`src/rtl/pm_capture_ctrl.sv`:
```
// Postmortem capture sequencer: streams samples into a circular DDR buffer
// through a single-beat writer and freezes POST_CNT samples after a fault edge.
module pm_capture_ctrl #(
    parameter logic [39:0] BASE_ADDR = 40'h00_1000_0000,
    parameter int          DEPTH     = 1024,
    parameter int          IDX_W     = 10,
    parameter int          POST_CNT  = 256
) (
    input  logic             i_clk,
    input  logic             i_rst,
    input  logic             i_arm,
    input  logic             i_clr,
    input  logic             i_fault,
    input  logic             i_sample_valid,
    input  logic [63:0]      i_sample_data,
    output logic             o_start,
    input  logic             i_done,
    output logic [39:0]      o_ddr_addr,
    output logic [63:0]      o_ddr_data,
    output logic [1:0]       o_state,
    output logic             o_busy,
    output logic [IDX_W-1:0] o_wr_idx,
    output logic [IDX_W-1:0] o_trig_idx,
    output logic             o_wrap,
    output logic [15:0]      o_drop_cnt
);

    typedef enum logic [1:0] {
        S_IDLE   = 2'd0,
        S_ARMED  = 2'd1,
        S_POST   = 2'd2,
        S_FROZEN = 2'd3
    } state_t;

    localparam logic [IDX_W-1:0] LP_LAST = IDX_W'(DEPTH - 1);
    localparam logic [IDX_W-1:0] LP_POST = IDX_W'(POST_CNT);

    state_t           r_state, w_state_nxt;
    logic             r_fault_q;
    logic             r_slot_full, r_slot_tag;
    logic [63:0]      r_slot_data;
    logic             r_start, r_busy;
    logic [39:0]      r_addr;
    logic [63:0]      r_data;
    logic [IDX_W-1:0] r_wr_idx, r_trig_idx, r_post_remain;
    logic             r_wrap, r_trig_seen;
    logic [15:0]      r_drop_cnt;

    logic w_edge, w_active, w_issue, w_take, w_load, w_drop, w_arm;

    // A done pulse frees the writer this cycle, so the held entry can issue
    // on the same edge and o_start appears the cycle after i_done.
    assign w_edge   = i_fault & ~r_fault_q;
    assign w_active = (r_state == S_ARMED) || (r_state == S_POST);
    assign w_issue  = w_active & r_slot_full & (~r_busy | i_done);
    assign w_take   = i_sample_valid &
                      ((r_state == S_ARMED) || ((r_state == S_POST) && (r_post_remain != '0)));
    assign w_load   = w_take & (~r_slot_full | w_issue);
    assign w_drop   = w_take & ~w_load;

    // State register
    always_ff @(posedge i_clk) begin
        if (!i_rst) r_state <= S_IDLE;
        else        r_state <= w_state_nxt;
    end

    // Next-state decode; arm strobe only honoured from IDLE
    always_comb begin
        w_state_nxt = r_state;
        w_arm       = 1'b0;
        case (r_state)
            S_IDLE: begin
                if (i_arm) begin
                    w_state_nxt = S_ARMED;
                    w_arm       = 1'b1;
                end
            end
            S_ARMED: begin
                if (w_edge) w_state_nxt = S_POST;
            end
            S_POST: begin
                if ((r_post_remain == '0) && !r_slot_full && !r_busy) w_state_nxt = S_FROZEN;
            end
            S_FROZEN: begin
                if (i_clr) w_state_nxt = S_IDLE;
            end
            default: w_state_nxt = S_IDLE;
        endcase
    end

    // Holding slot, issue register, indices and counters
    always_ff @(posedge i_clk) begin
        if (!i_rst) begin
            r_fault_q     <= 1'b0;
            r_slot_full   <= 1'b0;
            r_slot_tag    <= 1'b0;
            r_slot_data   <= '0;
            r_start       <= 1'b0;
            r_busy        <= 1'b0;
            r_addr        <= '0;
            r_data        <= '0;
            r_wr_idx      <= '0;
            r_trig_idx    <= '0;
            r_post_remain <= '0;
            r_wrap        <= 1'b0;
            r_trig_seen   <= 1'b0;
            r_drop_cnt    <= '0;
        end else begin
            r_fault_q <= i_fault;
            r_start   <= w_issue;

            if (w_issue)     r_busy <= 1'b1;
            else if (i_done) r_busy <= 1'b0;

            if (w_load) begin
                r_slot_full <= 1'b1;
                r_slot_tag  <= (r_state == S_POST);
                r_slot_data <= i_sample_data;
            end else if (w_issue) begin
                r_slot_full <= 1'b0;
            end

            if (w_load && (r_state == S_POST)) r_post_remain <= r_post_remain - 1'b1;

            if (w_drop && (r_drop_cnt != 16'hFFFF)) r_drop_cnt <= r_drop_cnt + 16'd1;

            if (w_issue) begin
                r_addr <= BASE_ADDR + 40'({r_wr_idx, 3'b000});
                r_data <= r_slot_data;
                if (r_wr_idx == LP_LAST) begin
                    r_wr_idx <= '0;
                    r_wrap   <= 1'b1;
                end else begin
                    r_wr_idx <= r_wr_idx + 1'b1;
                end
                if (r_slot_tag && !r_trig_seen) begin
                    r_trig_idx  <= r_wr_idx;
                    r_trig_seen <= 1'b1;
                end
            end

            // Arm only happens from IDLE where nothing issues or loads
            if (w_arm) begin
                r_wr_idx      <= '0;
                r_wrap        <= 1'b0;
                r_trig_idx    <= '0;
                r_trig_seen   <= 1'b0;
                r_drop_cnt    <= '0;
                r_post_remain <= LP_POST;
            end
        end
    end

    assign o_start    = r_start;
    assign o_ddr_addr = r_addr;
    assign o_ddr_data = r_data;
    assign o_state    = r_state;
    assign o_busy     = r_busy;
    assign o_wr_idx   = r_wr_idx;
    assign o_trig_idx = r_trig_idx;
    assign o_wrap     = r_wrap;
    assign o_drop_cnt = r_drop_cnt;

endmodule

```
`config.mk`:
```
export PLATFORM = sky130hd
export DESIGN_NAME = pm_capture_ctrl
export DESIGN_NICKNAME = d
export VERILOG_FILES = /design/src/rtl/pm_capture_ctrl.sv
export SDC_FILE = /design/constraint.sdc
export NUM_CORES = 1
export LEC_CHECK = 0
export BUFFER_PORTS_ARGS = -buffer_cell sky130_fd_sc_hd__buf_4
export CAP_MARGIN = 25
export CORE_ASPECT_RATIO = 0.7
export CORE_MARGIN = 10
export CORE_UTILIZATION = 33
export DETAILED_ROUTE_END_ITERATION = 16
export PLACE_DENSITY = 0.55
export SYNTH_ARGS = -nofsm -noshare
export SYNTH_HDL_FRONTEND = slang
export SYNTH_SLANG_ARGS = --single-unit
```
`constraint.sdc`:
```
create_clock -name i_clk -period 2.1 [get_ports i_clk]
set_input_delay 0.63 -clock i_clk [delete_from_list [all_inputs] [get_ports i_clk]]
set_output_delay 0.63 -clock i_clk [all_outputs]
set_load 0.02 [all_outputs]
```
======== After elaboration in Yosys (flattened, before gate mapping) ========
Cells that the tools add are included.
storage, ports and cells
  register bits after elaboration ......... 223
  latch bits .............................. 0
  RAM bits ................................ 0
  ROM bits ................................ 0
  input port bits ......................... 71
  logic and storage cells ................. 77
  memories ................................ 0
cells by class
  add/sub/neg operators ................... 4
  multipliers ............................. 0
  divide/modulo/power cells ............... 0
  $lt $le $gt $ge ......................... 0
  eq/ne operators ......................... 9
  shifts and indexed selects .............. 0
  muxes and demuxes ....................... 14
  bitwise gates (word level) .............. 13
  reduce and logical (&&, ||, !) cells .... 21
operator list
  operator                  number
  $add A29 B13 Y30 const A  1
  $mux W9                   2
  $add A16 B1 Y16 const B   1
  $ne A16 B16 Y1 const B    1
  $add A10 B1 Y10 const B   1
  $eq A10 B10 Y1 const B    1
  $logic_not A10 Y1         1
  $mux W10                  1
  $reduce_bool A10 Y1       1
  $sub A10 B1 Y10 const B   1
  $mux W2                   4
  $pmux W2 S4               1
  $and A1 B1 Y1             6
  $logic_and A1 B1 Y1       6
  $mux W1                   6
  $ne A2 B2 Y1 const B      3
  $reduce_bool A2 Y1        3
  $not A1 Y1                5
  $eq A2 B2 Y1 const B      2
  $reduce_and A2 Y1         2
  $reduce_and A4 Y1         1
  $logic_not A1 Y1          3
  $eq A2 B1 Y1 const B      1
  $logic_not A2 Y1          1
  other kinds (4)           6

======== Logic depth before layout (Yosys ltp) ========
  depth in word-level cells ............... 9
  mapped depth ............................ 10
  depth with buffers taken out ............ 7

======== Least setup slack after synthesis ========
Ideal clock, no wire load.
  path kind ............................... reg-to-reg
  start point ............................. reg r_state[0] (netlist: o_state[0])
  end point ............................... reg r_drop_cnt[8] (netlist: o_drop_cnt[8])
  setup time .............................. 0.070 ns
  arrival time ............................ 2.197 ns
  data required time ...................... 2.030 ns
  slack ................................... -0.167 ns
  cell stages (with the launch flop) ...... 8
  path buffers ............................ 0
  period minus slack after synthesis ...... 2.267 ns
  path through ............................ dfxtp_1 inv_1 ha_1 inv_1 o21ai_1 or4_1 or3_1 a21oi_1
on the way
  word-level cells in the longest chain between the ends .. 9
RTL lines
  element                                              RTL line  RTL
  start: declaration                                   38        state_t r_state, w_state_nxt;
  start signal: assignment                             64        else r_state <= w_state_nxt;
  $eq A2 B1 Y1 / $eq A2 B2 Y1 (equally long branches)  54, 57
  $logic_or A1 B1 Y1                                   54        assign w_active = (r_state == S_ARMED) || (r_state == S_POST);
  $and A1 B1 Y1 (2 in a row)                           55        assign w_issue = w_active & r_slot_full & (~r_busy | i_done);
  $or A1 B1 Y1                                         58        assign w_load = w_take & (~r_slot_full | w_issue);
  $and A1 B1 Y1                                        58
  $not A1 Y1                                           59        assign w_drop = w_take & ~w_load;
  $and A1 B1 Y1                                        59
  $logic_and A1 B1 Y1                                  125       if (w_drop && (r_drop_cnt != 16'hFFFF)) r_drop_cnt <= r_drop_cnt + 16'd1;
  end signal: assignment                               125
  end: declaration                                     47        logic [15:0] r_drop_cnt;
Several ways; a longest one is shown, not always the timed one.
A chain may end at the register's enable or synchronous reset.

======== Worst setup path after layout ========
  start point ............................. reg r_state[1] (netlist: o_state[1])
  end point ............................... reg r_slot_data[8]
on the way
  word-level cells in the longest chain between the ends .. 6
RTL lines
  element                                              RTL line  RTL
  $eq A2 B1 Y1 / $eq A2 B2 Y1 (equally long branches)  54, 57
  $logic_or A1 B1 Y1                                   54
  $and A1 B1 Y1 (2 in a row)                           55
  $or A1 B1 Y1                                         58
  $and A1 B1 Y1 (*)                                    58
  end signal: assignment                               118       r_slot_data <= i_sample_data;
  end: declaration                                     41        logic [63:0] r_slot_data;
Every way passes the cells marked *; elsewhere a longest branch is shown, timed or not.

==> results list <==
- The worst hold path begins at i_fault.
- Drc violations: 0
* DRT Wirelength: about 23000 µm
* Total instance count after detailed placement: 1413
- RR Startpoint: o_state[1]$_SDFFE_PN0P_
- Worst reg2reg setup slack: just under 50 ps
- Wire segments on met3 add up to 1300 µm in the final route.
- Clock Latency Late Sink: ~430 ps
- Fin Setup TNS: 0 ps
* Core region area: 23000 µm²
- Fraction of power consumed by combinational cells: about 22%
* Diode count: 0
- Summing over every cut layer, the via total after detailed routing is between 6000 and 7000.
- Via count of the first global-routing pass: 6266
- The synthesized netlist contains between 40 and 50 unique library cells.
- The number of antenna violations at the first check in global routing came to 1.
- Critical path buffer and inverter count: 4
- Die outline area: around 30000 µm²
- Class of the tightest hold or removal check: primary input to flip-flop
* Final Net Count: around 1200
- The path with the worst hold slack has its endpoint at r_fault_q$_SDFF_PN0_.
- Worst slew margin: roughly 58%
- The detailed router used layers up to and including met5.
* Cells after synthesis: 930
- The tool flagged a number of max-cap violations equal to 0.
* Fin Clk Skew: ~15 ps
* First-iteration detailed-routing DRC count: between 300 and 400
- Final hold violation count: 0
* Net Switching: 0.00285 W
* Number of pins with negative max-slew slack in the final report: 0
* Slowest cell delay on critical path: ~400 ps
- Counting the buffers created by CTS gives 17.
- Switching fraction of total power: 29.0%
- Clock-pin transition on the worst setup and hold timing paths: around 70 ps
- The post-route netlist has around 27% of its cells at a drive strength greater than 1.
- The H-tree generated during clock tree synthesis spans 4 levels.
- Critical path's most frequent cell: sky130_fd_sc_hd__buf_12
* Main area contributors after synthesis: sky130_fd_sc_hd__dfxtp_1 50%, sky130_fd_sc_hd__nand2_1 11%, sky130_fd_sc_hd__a21boi_0 7.4%
* Top cell type's share of synthesized area: between 40% and 50%
- The synthesized netlist occupies a cell area of between 7000 and 8000 µm².
* Cts hold-fix bufs: 0
- Slew @ Worst Pin: between 600 and 700 ps
- Type of element launching the critical path: flip-flop
- Relative to the synthesized area, the layout overhead comes to 37.5%.
- Counting instances, the worst hold path has a depth of 2.
* Number of rows in the core area: 46
* Final critical delay including setup and external delays: 2050 ps
- The run finished with clean final reports.
- In this run the horizontal extent of the chip is slightly above 200 µm.
- In the global route stage, overall resource usage came out at roughly 14%.
* Internal cell power: roughly 0.0070 W
- TritonCTS clock tree: built
- The first global-routing pass estimated between 30000 and 40000 µm of wire.
- For this run, the number of Yosys warnings is 0.
- Measured in cells, the most critical reg-to-reg path has a length of 10.
- List of cells traversed by the critical path: inv_2 -> ha_4 -> or3b_4 -> o31a_1 -> nand2_4 -> buf_12 -> buf_12 -> clkbuf_16 -> nand3_1 -> o21ai_0
* Count of flip-flops with a built-in enable after synthesis: 0
* Global placer's final weighted congestion: between 0.7 and 0.8
- Clock power share: a little over a third
- The pre-antenna-repair detailed-routing pass consisted of 4 iterations.
* Met2 Routed Length: 10600 µm
- The analysis attributes to cell leakage a power of about 4.2 nW.
- Based on the critical path, the design can be clocked at up to between 0.4 and 0.5 GHz.
* Ys flop type: sky130_fd_sc_hd__dfxtp_1
- Measured along the y axis, the die boundary spans around 150 µm.
- Reg-to-reg critical path endpoint: r_slot_data[8]$_SDFFE_PN0P_
* Setup crit end kind: flip-flop
- The synthesized design spends more area on one cell type than any other, namely sky130_fd_sc_hd__dfxtp_1.
- Leaving out filler cells and counting taps, the final layout contains 1462.
- Sequential cells were found to cover about half of the synthesized design area.
- Clock buffer depth: 2
- Final period utilization: approximately 100%
* Mean cell area of the mapped netlist: 8.39 µm²
- Maximum resistive drop on vdd: about 0.00058 V
- Detailed placement finished with a half-perimeter wire length of between 15000 and 20000 µm.
- Ports placed on the boundary: 216
- The cell family contributing the most delay on the critical path is simple AND/OR/NAND/NOR gates.
- Slowest cell on the critical path: sky130_fd_sc_hd__or3b_4
- Setup repair after global routing could not meet its margin everywhere.
- The count of buffers added on input and output ports is between 150 and 200.
- STA puts the critical path data arrival time at between 2000 and 2500 ps.
- Once the floorplan was initialized, standard cells occupied 34.0% of the core.
- Total of flip-flops plus latches after synthesis: around 190
* Share of synthesized registers carrying an async set or reset: 0%
- The setup path with the least slack is of type flip-flop to flip-flop.
- Setup violations remaining at the end of the flow were counted as 0.
- Global routing finished with a remaining overflow of 0.
* Required arrival time at the worst endpoint: between 2000 and 2500 ps
- Dividing the detail-routed via count by the number of cells gives between 4 and 5.
- Buffer cell driving the clock tree root: sky130_fd_sc_hd__clkbuf_16
- In this run, flip-flops and latches consume between 40% and 50% of the power.
- The detail route stage leaves a number of antenna-violating nets equal to 0.
- Dividing total power by cell area gives a power density of between 900 and 1000 nW/µm².
- Sink Count: a little under 200
- M1 WL: approximately 11000 µm
* Wirelength per Cell: 16.0 µm
- Entering global routing, the biggest net connects 110 pins.
- In this run the worst path has a maximum fanout of 5.
[synthesized netlist by cell type (all sizes together), types with 2 or more instances]
master,n
nand2,235
dfxtp,194
a21boi,79
nand3,78
o21ai,71
clkbuf,49
buf,44
nor2,39
xnor2,15
nand4,12
mux2i,11
nor3,11
a21oi,10
inv,10
nor4,10
ha,9
or3,9
xor2,9
and2,4
o21a,4
and3,3
and4,3
o31ai,3
or4,3
nor3b,2
nor4b,2
o31a,2
[registers in the layout (all words and copies together), names as in the netlist, 2 cells and up]
name / count
o_ddr_addr: 11
o_ddr_data: 64
o_drop_cnt: 16
o_state: 2
o_trig_idx: 10
o_wr_idx: 10
r_post_remain: 10
r_slot_data: 64
[worst max path at each step]
stage	slack, ps	to	startpoint	cells past startpoint
after CTS	3	o_drop_cnt[2]$_SDFFE_PP0P_	r_post_remain[1]$_SDFFE_PP0P_	8
after global placement	-70	o_drop_cnt[13]$_SDFFE_PP0P_	i_sample_valid	7
final	50	r_slot_data[8]$_SDFFE_PN0P_	o_state[1]$_SDFFE_PN0P_	10
after floorplan	4	r_slot_data[57]$_SDFFE_PN0P_	o_state[1]$_SDFFE_PN0P_	10
after global routing	-10	r_slot_data[27]$_SDFFE_PN0P_	o_state[1]$_SDFFE_PN0P_	9
after detailed placement	-70	o_drop_cnt[15]$_SDFFE_PP0P_	i_sample_valid	7
[cells by family after synthesis]
| kind of cell | count (synthesis) | synth area share [%] |
|---|---|---|
| AO/OA/AOI/OAI | 173 | 14.1 |
| XOR/XNOR | 24 | 2.69 |
| adder cells (fa/ha/maj) | 9 | 1.44 |
| buffers and inverters | 103 | 6.94 |
| flip-flops | 194 | 49.8 |
| multiplexers | 11 | 1.41 |
| other | 1 | 0.0481 |
| AND/OR/NAND/NOR | 415 | 23.5 |
[repair_timing]
item / in CTS / in global routing
pin swaps: 4 / 6
setup endpoints to repair: 9 / 67
setup buffers: 1 / 10
resized for setup: 2 / 31
cloned: 0 / 8
[stage by stage]
stage | util [%] | area [µm²] | worst slack [ps] | hold WS [ps] | power (W)
after floorplan | - | 7920 | 4.47 | 437 | 0.00518
after global placement | 42.3 | 9710 | -67.6 | 447 | 0.00581
after detailed placement | 42.3 | 9710 | -74.7 | 451 | 0.00583
after CTS | 45.1 | 10400 | 3.03 | 398 | 0.00941
after global routing | 46.7 | 10700 | -14.5 | 403 | 0.0103
final | 46.7 | 10700 | 48.5 | 421 | 0.00982
[per-layer routing]
metal | vias to the layer above | global-route usage [%]
met5 | - | 0
met4 | 2 | 3.90
met3 | 13 | 4.62
met2 | 118 | 21.5
met1 | 3129 | 19.3
li1 | 3496 | -
[worst reg2reg max path, delay by kind of cell (launching register included)]
| kind | cells | cell delay (ps) |
|---|---|---|
| adder cells (fa/ha/maj) | 1 | 170 |
| buffers and inverters | 4 | 430 |
| flip-flops | 1 | 340 |
| AO/OA/AOI/OAI | 2 | 450 |
| AND/OR/NAND/NOR | 3 | 600 |
[cell usage in the layout (no fill, tap or decap), drive strengths merged, types with 12 or more instances in the layout]
| cell type | Yosys | routed |
|---|---|---|
| nand4 | 12 | 12 |
| conb | 1 | 29 |
| nor2 | 39 | 39 |
| clkbuf | 49 | 23 |
| xnor2 | 15 | 15 |
| buf | 44 | 248 |
| dfxtp | 194 | 194 |
| inv | 10 | 14 |
| nand3 | 78 | 78 |
| a21boi | 79 | 79 |
| o21ai | 71 | 71 |
| nand2 | 235 | 235 |
[area by class of cell]
type,instances,area (µm²)
timing repair buffer,253,2150
inverter,10,40.0
clock buffer,18,439
sequential,194,3890
clock inverter,14,198
fill,2281,12200
tap,312,390
multi-input combinational,661,3620
[power groups by stage]
stage / registers, W / logic [W] / clock network (W)
after CTS: 0.00405 / 0.00171 / 0.00365
after global routing: 0.00410 / 0.00242 / 0.00378
after detailed placement: 0.00414 / 0.00169 / 0
after floorplan: 0.00415 / 0.00102 / 0
after global placement: 0.00413 / 0.00168 / 0
final: 0.00407 / 0.00220 / 0.00355
No activity file was read; power rests on OpenSTA's default activity.
